--- src/rtl/gate_exerciser.sv ---
// Stimulus/check harness for a 2-input gate: sweeps {a,b} through 00..11, waits
// a settle interval per vector and scores the gate output against EXP_TT.
module gate_exerciser #(
    parameter logic [3:0]  EXP_TT        = 4'b1110,
    parameter int unsigned SETTLE_CYCLES = 4
) (
    input  logic       clk,
    input  logic       rst,
    input  logic       start,
    output logic       a_out,
    output logic       b_out,
    input  logic       f_in,
    output logic       busy,
    output logic       done,
    output logic       pass,
    output logic [3:0] fail_vec,
    output logic [2:0] err_cnt
);

    typedef enum logic [2:0] {
        IDLE,
        APPLY,
        SETTLE,
        SAMPLE,
        FINISH
    } state_t;

    localparam logic [7:0] SETTLE_LOAD = 8'(SETTLE_CYCLES - 1);

    state_t     r_state;
    logic [1:0] r_vecIdx;
    logic [7:0] r_settleCnt;
    logic       r_a;
    logic       r_b;
    logic       r_busy;
    logic       r_done;
    logic       r_pass;
    logic [3:0] r_failVec;
    logic [2:0] r_errCnt;

    // The settle counter is loaded with SETTLE_CYCLES-1 so SETTLE lasts exactly
    // SETTLE_CYCLES cycles; pass in FINISH sees the count already updated by the last SAMPLE.
    always_ff @(posedge clk) begin
        if (rst) begin
            r_state     <= IDLE;
            r_vecIdx    <= 2'd0;
            r_settleCnt <= 8'd0;
            r_a         <= 1'b0;
            r_b         <= 1'b0;
            r_busy      <= 1'b0;
            r_done      <= 1'b0;
            r_pass      <= 1'b0;
            r_failVec   <= 4'd0;
            r_errCnt    <= 3'd0;
        end else begin
            r_done <= 1'b0;
            case (r_state)
                IDLE: begin
                    if (start) begin
                        r_state   <= APPLY;
                        r_failVec <= 4'd0;
                        r_errCnt  <= 3'd0;
                        r_pass    <= 1'b0;
                        r_vecIdx  <= 2'd0;
                        r_busy    <= 1'b1;
                    end
                end
                APPLY: begin
                    {r_a, r_b}  <= r_vecIdx;
                    r_settleCnt <= SETTLE_LOAD;
                    r_state     <= SETTLE;
                end
                SETTLE: begin
                    if (r_settleCnt == 8'd0) begin
                        r_state <= SAMPLE;
                    end else begin
                        r_settleCnt <= r_settleCnt - 8'd1;
                    end
                end
                SAMPLE: begin
                    if (f_in != EXP_TT[r_vecIdx]) begin
                        r_failVec[r_vecIdx] <= 1'b1;
                        r_errCnt            <= r_errCnt + 3'd1;
                    end
                    if (r_vecIdx == 2'd3) begin
                        r_state <= FINISH;
                    end else begin
                        r_vecIdx <= r_vecIdx + 2'd1;
                        r_state  <= APPLY;
                    end
                end
                FINISH: begin
                    r_done  <= 1'b1;
                    r_pass  <= (r_errCnt == 3'd0);
                    r_busy  <= 1'b0;
                    r_state <= IDLE;
                end
                default: r_state <= IDLE;
            endcase
        end
    end

    assign a_out    = r_a;
    assign b_out    = r_b;
    assign busy     = r_busy;
    assign done     = r_done;
    assign pass     = r_pass;
    assign fail_vec = r_failVec;
    assign err_cnt  = r_errCnt;

endmodule

--- config.mk ---
export PLATFORM = sky130hd
export DESIGN_NAME = gate_exerciser
export DESIGN_NICKNAME = d
export VERILOG_FILES = /design/src/rtl/gate_exerciser.sv
export SDC_FILE = /design/constraint.sdc
export NUM_CORES = 1
export LEC_CHECK = 0
export BUFFER_PORTS_ARGS = -buffer_cell sky130_fd_sc_hd__buf_2
export CORE_MARGIN = 5
export CORE_UTILIZATION = 25
export CTS_BUF_LIST = sky130_fd_sc_hd__clkbuf_4
export DETAILED_ROUTE_END_ITERATION = 12
export GPL_TIMING_DRIVEN = 0
export SYNTH_ARGS = -nofsm -noshare
export SYNTH_HDL_FRONTEND = slang
export SYNTH_SLANG_ARGS = --single-unit
--- constraint.sdc ---
create_clock -name clk -period 1.5 [get_ports clk]
set_input_delay 0.075 -clock clk [delete_from_list [all_inputs] [get_ports clk]]
set_output_delay 0.075 -clock clk [all_outputs]
set_load 0.03 [all_outputs]
==> run summary, run 1 <==
The first global-routing pass estimated 4.61 mm of wire. The core area is 4790 um^2. Buffers inserted during clock tree synthesis total 3. For this design, the slowest cell found on the critical path is or4_4. Root cell of the clock tree: clkbuf_4. The count of port buffers added during placement is 14. The share of cells above drive strength 1 was 0.364; the number of diodes was 0. In the routed layout, each cell is associated on average with a via count of 4.66. The logs give 0 for the max-slew violation total from the final report and 38 for the post-synthesis cell type count. Across the routed clock network, the largest skew measured is 1.27 ps. The number of vias in the routed layout is 1082, and the portion of the clock cycle consumed by the worst path in the final layout is 1.04.

The area growth from synthesis to layout is 29.8%. At the later pin of the worst-skew pair, clock insertion delay measures 320 ps. The tools report the number of H-tree branching levels as 1. Once layout is done, the placed cells without fillers occupy 1620 um^2. The run gives 0.623 nW as the standby leakage power. Dividing total power by cell area gives a power density of 1300 nW/um^2.

The floorplan step defined a die boundary enclosing 6490 um^2. Post-synthesis instance total: 138. In the final design database the tool counted 178 nets.

The category of cells accounting for the largest share of critical-path delay was simple AND/OR/NAND/NOR gates. During I/O placement, the number of pins put on the boundary was 16. The proportion of synthesized flip-flops having asynchronous set or reset came out at 0. The critical path is of the reg2reg type. The number of sinks driven by the clock tree is 25, and the area after detailed placement is 1400 um^2. The run gives 94 as the starting DRC count in detailed routing. Once detail routing completed, the nets flagged for antenna violations numbered 0.

Routability-driven placement finished with a final weighted congestion of 0.744. The chip height works out to 80.6 um. In the routed design, unresolved DRC markers number 0. The floorplan step set the die width to 80.6 um. The number of global-route vias before repair was 995; the required time of the worst setup path was 1770 ps. The tool flagged a number of max-cap violations equal to 0. The cell area that synthesis handed to floorplanning was 1240 um^2. Once placement completed, the tool counted placed cells totaling 219. Entering global routing, the biggest net connects 16 pins. The clock-pin slew on the worst setup and hold paths is 150 ps. The tools report the number of core rows as 25. TritonCTS built the clock tree.

Along the worst path, the maximum fanout reaches 2. STA classifies the critical path endpoint as a flip-flop. The classification of the worst-slack hold path was in2reg. The post-detailed-route wirelength per cell is 12.7 um, and the area taken by flip-flops and latches is 522 um^2. The number of buffers and inverters on the critical path is 0. The count of state elements after synthesis was 25. The initial antenna violation count is 0, and the total half-perimeter wirelength after legalization and detailed placement is 1.86 mm. Arrival time of data at the critical path endpoint: 1830 ps. The aggregate global-route resource usage is 0.0907.

The maximum cell stage delay along the critical path is 530 ps. The most frequently used flop master after synthesis was dfxtp_1. The clock passes through at most 2 buffers.

The minimum period implied by the final worst setup slack was 1560 ps. The checks that failed: negative setup slack. The tools report the routed wire length as 2.95 mm. The logs give 232 for the post-layout instance count excluding filler cells and 0 for the number of buffers added to fix hold violations after cts.

Footprint of the multi-input gates: 739 um^2. The sequential fraction of the synthesis area is 0.402. The dominant combinational cell family by area after synthesis was simple AND/OR/NAND/NOR gates.

Power comes to 2.10 mW. The highest clock rate is 640 MHz. The complex-gate fraction of the synthesized area came out at 0.162. Headroom to the max-slew limit: 0.604. The final count of negative-setup-slack endpoints was 1. The pin slew with the least headroom to its limit works out to 592 ps.

The synthesized area per cell was 9.02 um^2. The run finished, with violations left. The basic-gate share of the synthesized area counting and, or, nand and nor cells is 0.235.

Net count after synthesis: 150. The run gives 488 as the filler cell count. The multiplexer share of the synthesized area is 0.0322. Traced cell by cell, the critical path runs through or4_4 > or4_4 > a21oi_2. The count of flip-flops with a built-in enable after synthesis came out at 0. The cell that appears most often on the critical path is or4_4. Setup repair after global routing could not meet its margin everywhere.

The synthesized-area fraction occupied by xor and xnor cells works out to 0.0211. The post-place setup slack is -173 ps. The run gives 0 as the count of endpoints failing hold in the final timing report.

The logs give 0 for the count of warnings emitted by yosys and 0.000437 V for the largest voltage drop on the vdd net. The first-pass iteration count of the detailed router came out at 4. The effective utilization at floorplan was 0.260; the adder and majority cell fraction of the synthesized area was 0.0804. The tools report the worst setup margin as -62.2 ps. STA classifies the critical path startpoint as a flip-flop. The overflow left after global routing came out at 0.
## Yosys cell counts (2+ instances only)
library cell | count | area, um^2
a211oi_1 | 3 | 22.5
a21oi_1 | 11 | 55.1
a31oi_1 | 4 | 25.0
buf_2 | 4 | 20.0
clkbuf_1 | 5 | 18.8
dfxtp_1 | 25 | 500
ha_1 | 8 | 100
inv_1 | 12 | 45.0
mux2i_1 | 4 | 40.0
nand2_1 | 4 | 15.0
nand3_1 | 7 | 35.0
nor2_1 | 10 | 37.5
nor3_1 | 3 | 15.0
nor4b_2 | 2 | 30.0
o211ai_1 | 4 | 30.0
o21ai_0 | 3 | 15.0
or3b_1 | 4 | 35.0
or4_1 | 4 | 30.0
xnor2_1 | 2 | 17.5
## area by class of cell
| class | instances | area share |
|---|---|---|
| Multi-Input combinational cell | 92 | 0.457 |
| Clock buffer | 3 | 0.0139 |
| Inverter | 12 | 0.0294 |
| Sequential cell | 25 | 0.323 |
| Buffer | 6 | 0.0209 |
| Timing Repair Buffer | 26 | 0.0991 |
| Clock inverter | 1 | 0.00464 |
| Tap cell | 67 | 0.0519 |
## power by group
part,switching (mW),total (mW),internal (mW),leakage [nW]
Clock,0.219,0.321,0.102,0.0139
Sequential,0.0677,0.817,0.750,0.208
Combinational,0.505,0.965,0.460,0.401
Total,0.792,2.10,1.31,0.623
## per-stage QoR
| stage | TNS [ps] | hold slack, ps | util |
|---|---|---|---|
| 2_1_floorplan | -2.11 | 369 | - |
| 3_3_place_gp | -1360 | 441 | 0.292 |
| 3_5_place_dp | -1360 | 448 | 0.292 |
| 4_1_cts | -98.9 | 131 | 0.320 |
| 5_1_grt | -279 | 153 | 0.338 |
| 6_report | -62.2 | 144 | 0.338 |
## repair_timing
item                       CTS  global route
resized for setup           19            18
buffers inserted             6             6
pin swaps                    5             4
setup endpoints to repair   18            17
## state kept, by name, summed over array words and instances, names as in the netlist
| name | count |
|---|---|
| b_out | 1 |
| err_cnt | 3 |
| busy | 1 |
| pass | 1 |
| fail_vec | 4 |
| a_out | 1 |
| r_settleCnt | 8 |
| r_vecIdx | 2 |
| done | 1 |
| r_state | 3 |
## kinds of logic (layout without fill, tap and decap cells)
logic type	count (synthesis)	after routing
AND/OR/NAND/NOR	46	46
AO/OA/AOI/OAI	31	31
flip-flops	25	25
buffers and inverters	21	48
adder cells (fa/ha/maj)	8	8
multiplexers	4	4
XOR/XNOR	3	3
## layer usage
layer	wire length, um	vias up	GRT usage
met4	36	0	0.0405
met3	110	2	0.0191
li1	-	547	-
met2	1350	20	0.138
met1	1450	513	0.122
met5	0	-	0
## layout by cell type, fill, tap and decap left out, types with 5 or more instances in the layout
| cell type | Yosys | final |
|---|---|---|
| a21oi_1 | 11 | 10 |
| nand3_1 | 7 | 7 |
| dfxtp_1 | 25 | 16 |
| ha_1 | 8 | 6 |
| dfxtp_2 | 0 | 5 |
| nor2_1 | 10 | 10 |
| buf_2 | 4 | 14 |
| inv_1 | 12 | 10 |
| buf_4 | 0 | 13 |
## final timing paths
check / startpoint / to / slack, ps / cells after the start
max reg2reg: r_settleCnt[3]$_SDFFE_PP0P_ / r_settleCnt[6]$_SDFFE_PP0P_ / -60 / 3
min: rst / r_settleCnt[0]$_SDFFE_PP0P_ / 140 / 2
min reg2reg: busy$_SDFFE_PP0P_ / busy$_SDFFE_PP0P_ / 460 / 2
max: r_settleCnt[3]$_SDFFE_PP0P_ / r_settleCnt[6]$_SDFFE_PP0P_ / -60 / 3
Note: power is estimated with default switching activity, not from simulation.
==> run 2: changes to the inputs <==
--- a/config.mk
+++ b/config.mk
@@ -11,6 +11,7 @@
 export CTS_BUF_LIST = sky130_fd_sc_hd__clkbuf_4
 export DETAILED_ROUTE_END_ITERATION = 12
 export GPL_TIMING_DRIVEN = 0
+export RECOVER_POWER = 25
 export SYNTH_ARGS = -nofsm -noshare
 export SYNTH_HDL_FRONTEND = slang
 export SYNTH_SLANG_ARGS = --single-unit
==> run 2 against run 1 <==
  * The run still ends with negative setup slack left
  * Maximum frequency is the same
  * Global-route usage did not move
  * First-iteration DRC count is the same
  * Worst setup slack is the same
  * Sequential cell count is the same
  * Wire length about the same
  * Sequential share of layout area increased by 0.15 points
  * Combinational power is essentially flat
  * Core utilization is 0.16 points lower
  * Power about the same
  * Critical path depth is the same
  * Critical path type unchanged
  * Critical endpoint unchanged
  * Largest cell class unchanged
==> run summary, run 2 (same netlist as run 1, synthesis figures left out) <==
The area after detailed placement came out at 1400 um^2 (unchanged). Clock network latency to the later pin of the worst-skew pair: 320 ps (about the same). The cell count of the worst reg-to-reg path was 3 (unchanged); the number of core rows was 25 (unchanged). Setup repair after global routing could not meet its margin everywhere. The number of diodes was 0 (unchanged). Relative to the synthesized area, the layout overhead comes to 29.2%. For the highest clock rate, the log shows 640 MHz (unchanged). For the effective utilization at floorplan, the log shows 0.260 (unchanged).

The worst setup path is launched from a flip-flop. The final weighted congestion of routability-driven global placement came out at 0.744 (unchanged). The run finished, with violations left. Filler cell count: 493 (+1.0%). The maximum cell stage delay along the critical path came out at 530 ps (about the same).

The checks that failed: negative setup slack. The summed area of non-filler cells in the final layout is 1610 um^2 (-0.46%), and the post-layout instance count excluding filler cells is 232 (unchanged). The run gives 1830 ps (about the same) as the arrival time of data at the critical path endpoint.

r_settleCnt holds more flip-flops than any other register. The critical path goes through or4_4 > or4_4 > a21oi_2. In this run the critical register-to-register path is captured at r_settleCnt[6]$_SDFFE_PP0P_. Chip height: 80.6 um (unchanged).

The share of cells above drive strength 1 came out at 0.327 (-0.0364). Via density per instance: 4.66 (about the same). Largest net degree at the start of global routing: 16 (unchanged).

The horizontal die dimension is 80.6 um (unchanged), and the post-detailed-route wirelength per cell is 12.7 um (about the same). The logs give 0.597 nW (-4.1%) for the standby leakage power and 1770 ps (about the same) for the required time of the worst setup path. The minimum period implied by the final worst setup slack is 1560 ps (unchanged), and the count of max-cap constraint violations is 0 (unchanged). The worst hold path begins at rst.

The logs give 1081 (-0.092%) for the number of vias in the routed layout and 0.000437 V (about the same) for the largest voltage drop on the vdd net. Portion of the clock cycle consumed by the worst path in the final layout: 1.04 (unchanged). The tools report the sort of element at the end of the critical path as a flip-flop. The number of global-route vias before repair was 995 (unchanged); the first-pass GRT wire length was 4.61 mm (unchanged). The maximum fanout encountered on the critical timing path works out to 2 (unchanged). The pin slew with the least headroom to its limit is 592 ps (unchanged). The number of placed cells counting well taps was 219 (unchanged); the number of buffers added to fix hold violations after cts was 0 (unchanged).

The run gives 0 (unchanged) as the overflow left after global routing. The clock-pin slew on the worst setup and hold paths is 150 ps (about the same), and the total power per unit cell area is 1310 nW/um^2 (+0.38%). The tools report the number of sinks driven by the clock tree as 25 (unchanged). TritonCTS built the clock tree. The reg-to-reg setup timing slack came out at -60 ps (about the same).

The path class of the tightest hold or removal check is in2reg. The tools report the count of antenna-violating nets left after detailed routing as 0 (unchanged). The total half-perimeter wirelength after legalization and detailed placement is 1.86 mm (unchanged), and the post-detailed-route DRC marker count is 0 (unchanged). Area of the die: 6490 um^2 (unchanged).

In this run the critical register-to-register path is launched from r_settleCnt[3]$_SDFFE_PP0P_. The tree is rooted in a clkbuf_4. The tools report the initial antenna violation count as 0 (unchanged). The number of instances on the worst hold path works out to 2 (unchanged). Count of endpoints failing hold in the final timing report: 0 (unchanged). The path with the worst hold slack has its endpoint at r_settleCnt[0]$_SDFFE_PP0P_. The starting DRC count in detailed routing was 94 (unchanged); the worst setup margin was -62.2 ps (unchanged). The top cell types in the final layout, fill and taps aside, are dfxtp_1 (16), buf_4 (13). The headroom to the max-slew limit came out at 0.604 (unchanged).

The tools report the aggregate global-route resource usage as 0.0907 (unchanged). For the core area, the log shows 4790 um^2 (unchanged). For the first-pass iteration count of the detailed router, the log shows 4 (unchanged). On the critical path, the stage with the largest delay is an instance of or4_4.

Routed wire length: 2.95 mm (about the same). The max-slew violation total from the final report was 0 (unchanged); the clock skew was 1.28 ps (+0.0113 ps). The library cell used most frequently in the layout, excluding fill and tap cells, is dfxtp_1. The logs give 178 (unchanged) for the net total in the final layout and 1 (unchanged) for the number of H-tree branching levels. Category of the most critical setup path: reg2reg. For the final count of negative-setup-slack endpoints, the log shows 1 (unchanged). The flip-flop count of the largest register, all copies and words added was 8 (unchanged). The count of boundary I/O pins came out at 16 (unchanged). The count of port buffers added during placement was 14 (unchanged). The most frequent cell on the critical path was or4_4. The number of buffers between clock root and the deepest sink was 2 (unchanged); the number of buffers created by CTS was 3 (unchanged).
==> run 2: cell type report <==
class / count / area (um^2) / area share
well taps: 67 / 83.8 / 0.0521
repair buffers: 26 / 153 / 0.0949
clock buffers: 3 / 22.5 / 0.0140
inverters: 12 / 47.5 / 0.0295
flip-flops and latches: 25 / 522 / 0.324
plain buffers: 6 / 33.8 / 0.0210
clock inverters: 1 / 7.51 / 0.00467
multi-input cells: 92 / 739 / 0.460
==> run 2: worst max-delay path by stage <==
stage | endpoint | startpoint | slack [ps] | cells past startpoint
finish | r_settleCnt[6]$_SDFFE_PP0P_ | r_settleCnt[3]$_SDFFE_PP0P_ | -60 | 3
global route | r_settleCnt[6]$_SDFFE_PP0P_ | r_settleCnt[3]$_SDFFE_PP0P_ | -90 | 3
CTS | r_settleCnt[6]$_SDFFE_PP0P_ | r_settleCnt[3]$_SDFFE_PP0P_ | -50 | 3
detailed placement | r_settleCnt[1]$_SDFFE_PP0P_ | r_settleCnt[0]$_SDFFE_PP0P_ | -170 | 5
global placement | r_settleCnt[1]$_SDFFE_PP0P_ | r_settleCnt[0]$_SDFFE_PP0P_ | -180 | 5
floorplan | r_settleCnt[7]$_SDFFE_PP0P_ | r_state[0]$_SDFFE_PP0P_ | -2 | 5
==> run 2: stage by stage <==
stage          hold slack [ps]  TNS (ps)  setup slack [ps]  utilization  total power [mW]
6_report                   144     -62.2             -62.2        0.336              2.10
5_1_grt                    153      -279             -90.8        0.336              2.22
4_1_cts                    131     -98.9             -51.5        0.320              1.91
3_5_place_dp               448     -1360              -173        0.292              1.45
3_3_place_gp               441     -1360              -179        0.292              1.44
2_1_floorplan              369     -2.11             -2.11            -              1.31
==> run 2: worst max-delay path: cells and delay by family, from the launching register on <==
kind,cells,cell delay (ps)
AND/OR/NAND/NOR,2,1020
AO/OA/AOI/OAI,1,130
flip-flops,1,360
==> run 2: repair_timing <==
item,in CTS,in global routing
pin swaps,5,4
endpoints found under the setup margin,18,17
resized for setup,19,18
setup buffers,6,6
hold endpoints to repair,0,0
==> run 2: power breakdown <==
group	leakage, nW	total (mW)	switching [mW]	internal [mW]
clock network	0.0139	0.321	0.219	0.102
logic	0.376	0.963	0.505	0.458
registers	0.208	0.818	0.0680	0.750
==> run 2: routing by layer <==
layer / GRT usage / up-vias / wire length [um]
li1: - / 547 / -
met1: 0.122 / 512 / 1450
met2: 0.138 / 20 / 1350
met3: 0.0191 / 2 / 110
met4: 0.0405 / 0 / 36
met5: 0 / - / 0
==> run 3: changes to the inputs <==
--- a/config.mk
+++ b/config.mk
@@ -7,7 +7,7 @@
 export LEC_CHECK = 0
 export BUFFER_PORTS_ARGS = -buffer_cell sky130_fd_sc_hd__buf_2
 export CORE_MARGIN = 5
-export CORE_UTILIZATION = 25
+export CORE_UTILIZATION = 30
 export CTS_BUF_LIST = sky130_fd_sc_hd__clkbuf_4
 export DETAILED_ROUTE_END_ITERATION = 12
 export GPL_TIMING_DRIVEN = 0
==> run 3 against run 2 <==
  * Largest power group unchanged
  * Non-clock buffer count down 3
  * Sequential cell count unchanged
  * Critical path depth unchanged
  * Register-to-register slack about the same
  * Via count down 2.0%
  * Final cell count down 8.6%
  * Sequential share of layout area up 0.64 points
  * Largest cell class unchanged
  * The flow still finishes with violations (negative setup slack)
  * Power down 3.4%
==> run summary, run 3 (same netlist as run 1, synthesis figures left out) <==
The post-detailed-route DRC marker count was 0 (unchanged); the maximum fanout encountered on the critical timing path was 2 (unchanged). The tools report the number of core rows as 23 (-8.0%). The aggregate global-route resource usage was 0.106 (+0.0150); the overflow left after global routing was 0 (unchanged). The first-pass iteration count of the detailed router came out at 4 (unchanged).

The tools report the core occupancy in the finished layout as 0.394 (+0.0582). The footprint of the multi-input gates was 759 um^2 (+2.7%); the area after detailed placement was 1380 um^2 (-1.5%). The largest net degree at the start of global routing came out at 15 (-1). Most flop-heavy register: r_settleCnt.

TritonCTS built the clock tree. The logs give 5540 um^2 (-15%) for the area of the die and 16 (unchanged) for the count of boundary I/O pins. Traced cell by cell, the critical path runs through or4_4 > or4_4 > a21oi_2. The number of buffers added to fix hold violations after cts is 0 (unchanged).

The tightest min-delay check is of the in2reg type. The horizontal die dimension is 74.4 um (-7.6%). The starting DRC count in detailed routing is 47 (-50%), and the pin slew with the least headroom to its limit is 468 ps (-124 ps).

The standby leakage power was 0.598 nW (about the same); the minimum period implied by the final worst setup slack was 1550 ps (-14.7 ps). The filler cell count was 395 (-20%). The count of endpoints failing hold in the final timing report came out at 0 (unchanged). The tools report the summed area of non-filler cells in the final layout as 1580 um^2 (-1.9%). The count of port buffers added during placement works out to 14 (unchanged). The post-detailed-route wirelength per cell came out at 12.7 um (about the same). For the area taken by flip-flops and latches, the log shows 522 um^2 (unchanged). The max-slew violation total from the final report was 0 (unchanged); the post-layout instance count excluding filler cells was 212 (-8.6%). Clock network latency to the later pin of the worst-skew pair: 320 ps (about the same). Among all stages on the critical path, the largest delay is contributed by or4_4.

The clock-pin slew on the worst setup and hold paths works out to 150 ps (about the same). The chip height was 74.4 um (-7.6%); the total power per unit cell area was 1290 nW/um^2 (-1.5%). For the number of buffers created by CTS, the log shows 3 (unchanged). The tools report the final count of negative-setup-slack endpoints as 1 (unchanged). The net total in the final layout is 175 (-1.7%), and the worst setup margin is -47.4 ps (+14.7 ps).

For the number of H-tree branching levels, the log shows 1 (unchanged). The run gives 2.03 mW (-3.4%) as the power consumption. The number of global-route vias before repair was 1006 (+1.1%).

The top cell types in the final layout, fill and taps aside, are dfxtp_1 (16), clkbuf_1 (10), nor2_1 (10), a21oi_1 (10). Leaving out fill and tap cells, the most frequent cell in the layout is dfxtp_1. For the count of max-cap constraint violations, the log shows 0 (unchanged). For the first-pass GRT wire length, the log shows 4.61 mm (unchanged). The highest clock rate is 646 MHz (+0.95%).

Count of antenna-violating nets left after detailed routing: 0 (unchanged). The aggregate negative setup slack was -47.4 ps (+14.7 ps); the portion of the clock cycle consumed by the worst path in the final layout was 1.03 (-0.00981). The worst setup path is of the reg2reg kind.

The final-layout worst hold slack is 134 ps (-9.78 ps). The logs give 1.78 mm (-4.4%) for the total half-perimeter wirelength after legalization and detailed placement and 202 (-7.8%) for the number of placed cells counting well taps. STA classifies the critical path endpoint as a flip-flop. Number of sinks driven by the clock tree: 25 (unchanged).

The number of diodes came out at 0 (unchanged). The tools report the arrival time of data at the critical path endpoint as 1820 ps (about the same). Effective utilization at floorplan: 0.311 (+0.0511). The area growth from synthesis to layout is 26.7%.

The share of cells above drive strength 1 came out at 0.333 (+0.00606). For the final weighted congestion of routability-driven global placement, the log shows 0.709 (-4.8%). The core area came out at 4000 um^2 (-16%).

The largest voltage drop on the vdd net was 0.000631 V (+44%). Maximum cell stage delay along the critical path: 530 ps (about the same). Number of vias in the routed layout: 1059 (-2.0%). The initial antenna violation count was 0 (unchanged); the clock skew was 11.8 ps (+10.5 ps). The required time of the worst setup path is 1780 ps (about the same). The number of buffers between clock root and the deepest sink is 2 (unchanged). The flow ran to the end, but the final reports show violations. The flip-flop count of the largest register, all copies and words added came out at 8 (unchanged). For the routed wire length, the log shows 2.70 mm (-8.6%). The headroom to the max-slew limit was 0.688 (+0.0834). The most frequent cell on the critical path was or4_4. The tools report the root cell of the clock tree as clkbuf_4.

Setup repair after global routing could not meet its margin everywhere. The final reports fail on negative setup slack. The post-place setup slack was -167 ps (+5.85 ps).

STA classifies the critical path startpoint as a flip-flop. The via density per instance is 5.00 (+7.2%).
==> run 3: layer usage <==
metal  global-route usage  wire, um  vias up
met5                    0         0        -
met4               0.0237        13        0
met3               0.0324       106        2
met2                0.180      1290       19
met1                0.132      1280      492
li1                     -         -      546
==> run 3: final cells by class <==
type,count,area share
Timing Repair Buffer,24,0.0849
Sequential cell,25,0.331
Tap cell,50,0.0397
Multi-Input combinational cell,92,0.481
Clock buffer,3,0.0143
Buffer,5,0.0174
Clock inverter,1,0.00317
Inverter,12,0.0285
==> run 3: worst paths after layout <==
check | from | to | slack, ps | cells past startpoint
max reg2reg | r_settleCnt[3]$_SDFFE_PP0P_ | r_settleCnt[6]$_SDFFE_PP0P_ | -50 | 3
min | rst | r_state[1]$_SDFFE_PP0P_ | 130 | 2
min reg2reg | busy$_SDFFE_PP0P_ | busy$_SDFFE_PP0P_ | 470 | 2
max | r_settleCnt[3]$_SDFFE_PP0P_ | r_settleCnt[6]$_SDFFE_PP0P_ | -50 | 3
==> run 3: worst max-delay path: cells and delay by family, from the launching register on <==
family | cells | cell delay [ps]
flip-flops | 1 | 360
AND/OR/NAND/NOR | 2 | 1020
AO/OA/AOI/OAI | 1 | 120
==> run 3: power by group <==
| part | switching, mW | internal [mW] | total [mW] |
|---|---|---|---|
| Sequential | 0.0583 | 0.743 | 0.801 |
| Combinational | 0.477 | 0.443 | 0.919 |
| Clock | 0.210 | 0.0999 | 0.310 |
| Total | 0.745 | 1.29 | 2.03 |
==> run 3: timing repair <==
item	in CTS	in global routing
pin swaps	5	1
endpoints found under the setup margin	18	13
gates cloned	0	0
resized for setup	20	16
buffers inserted	5	5
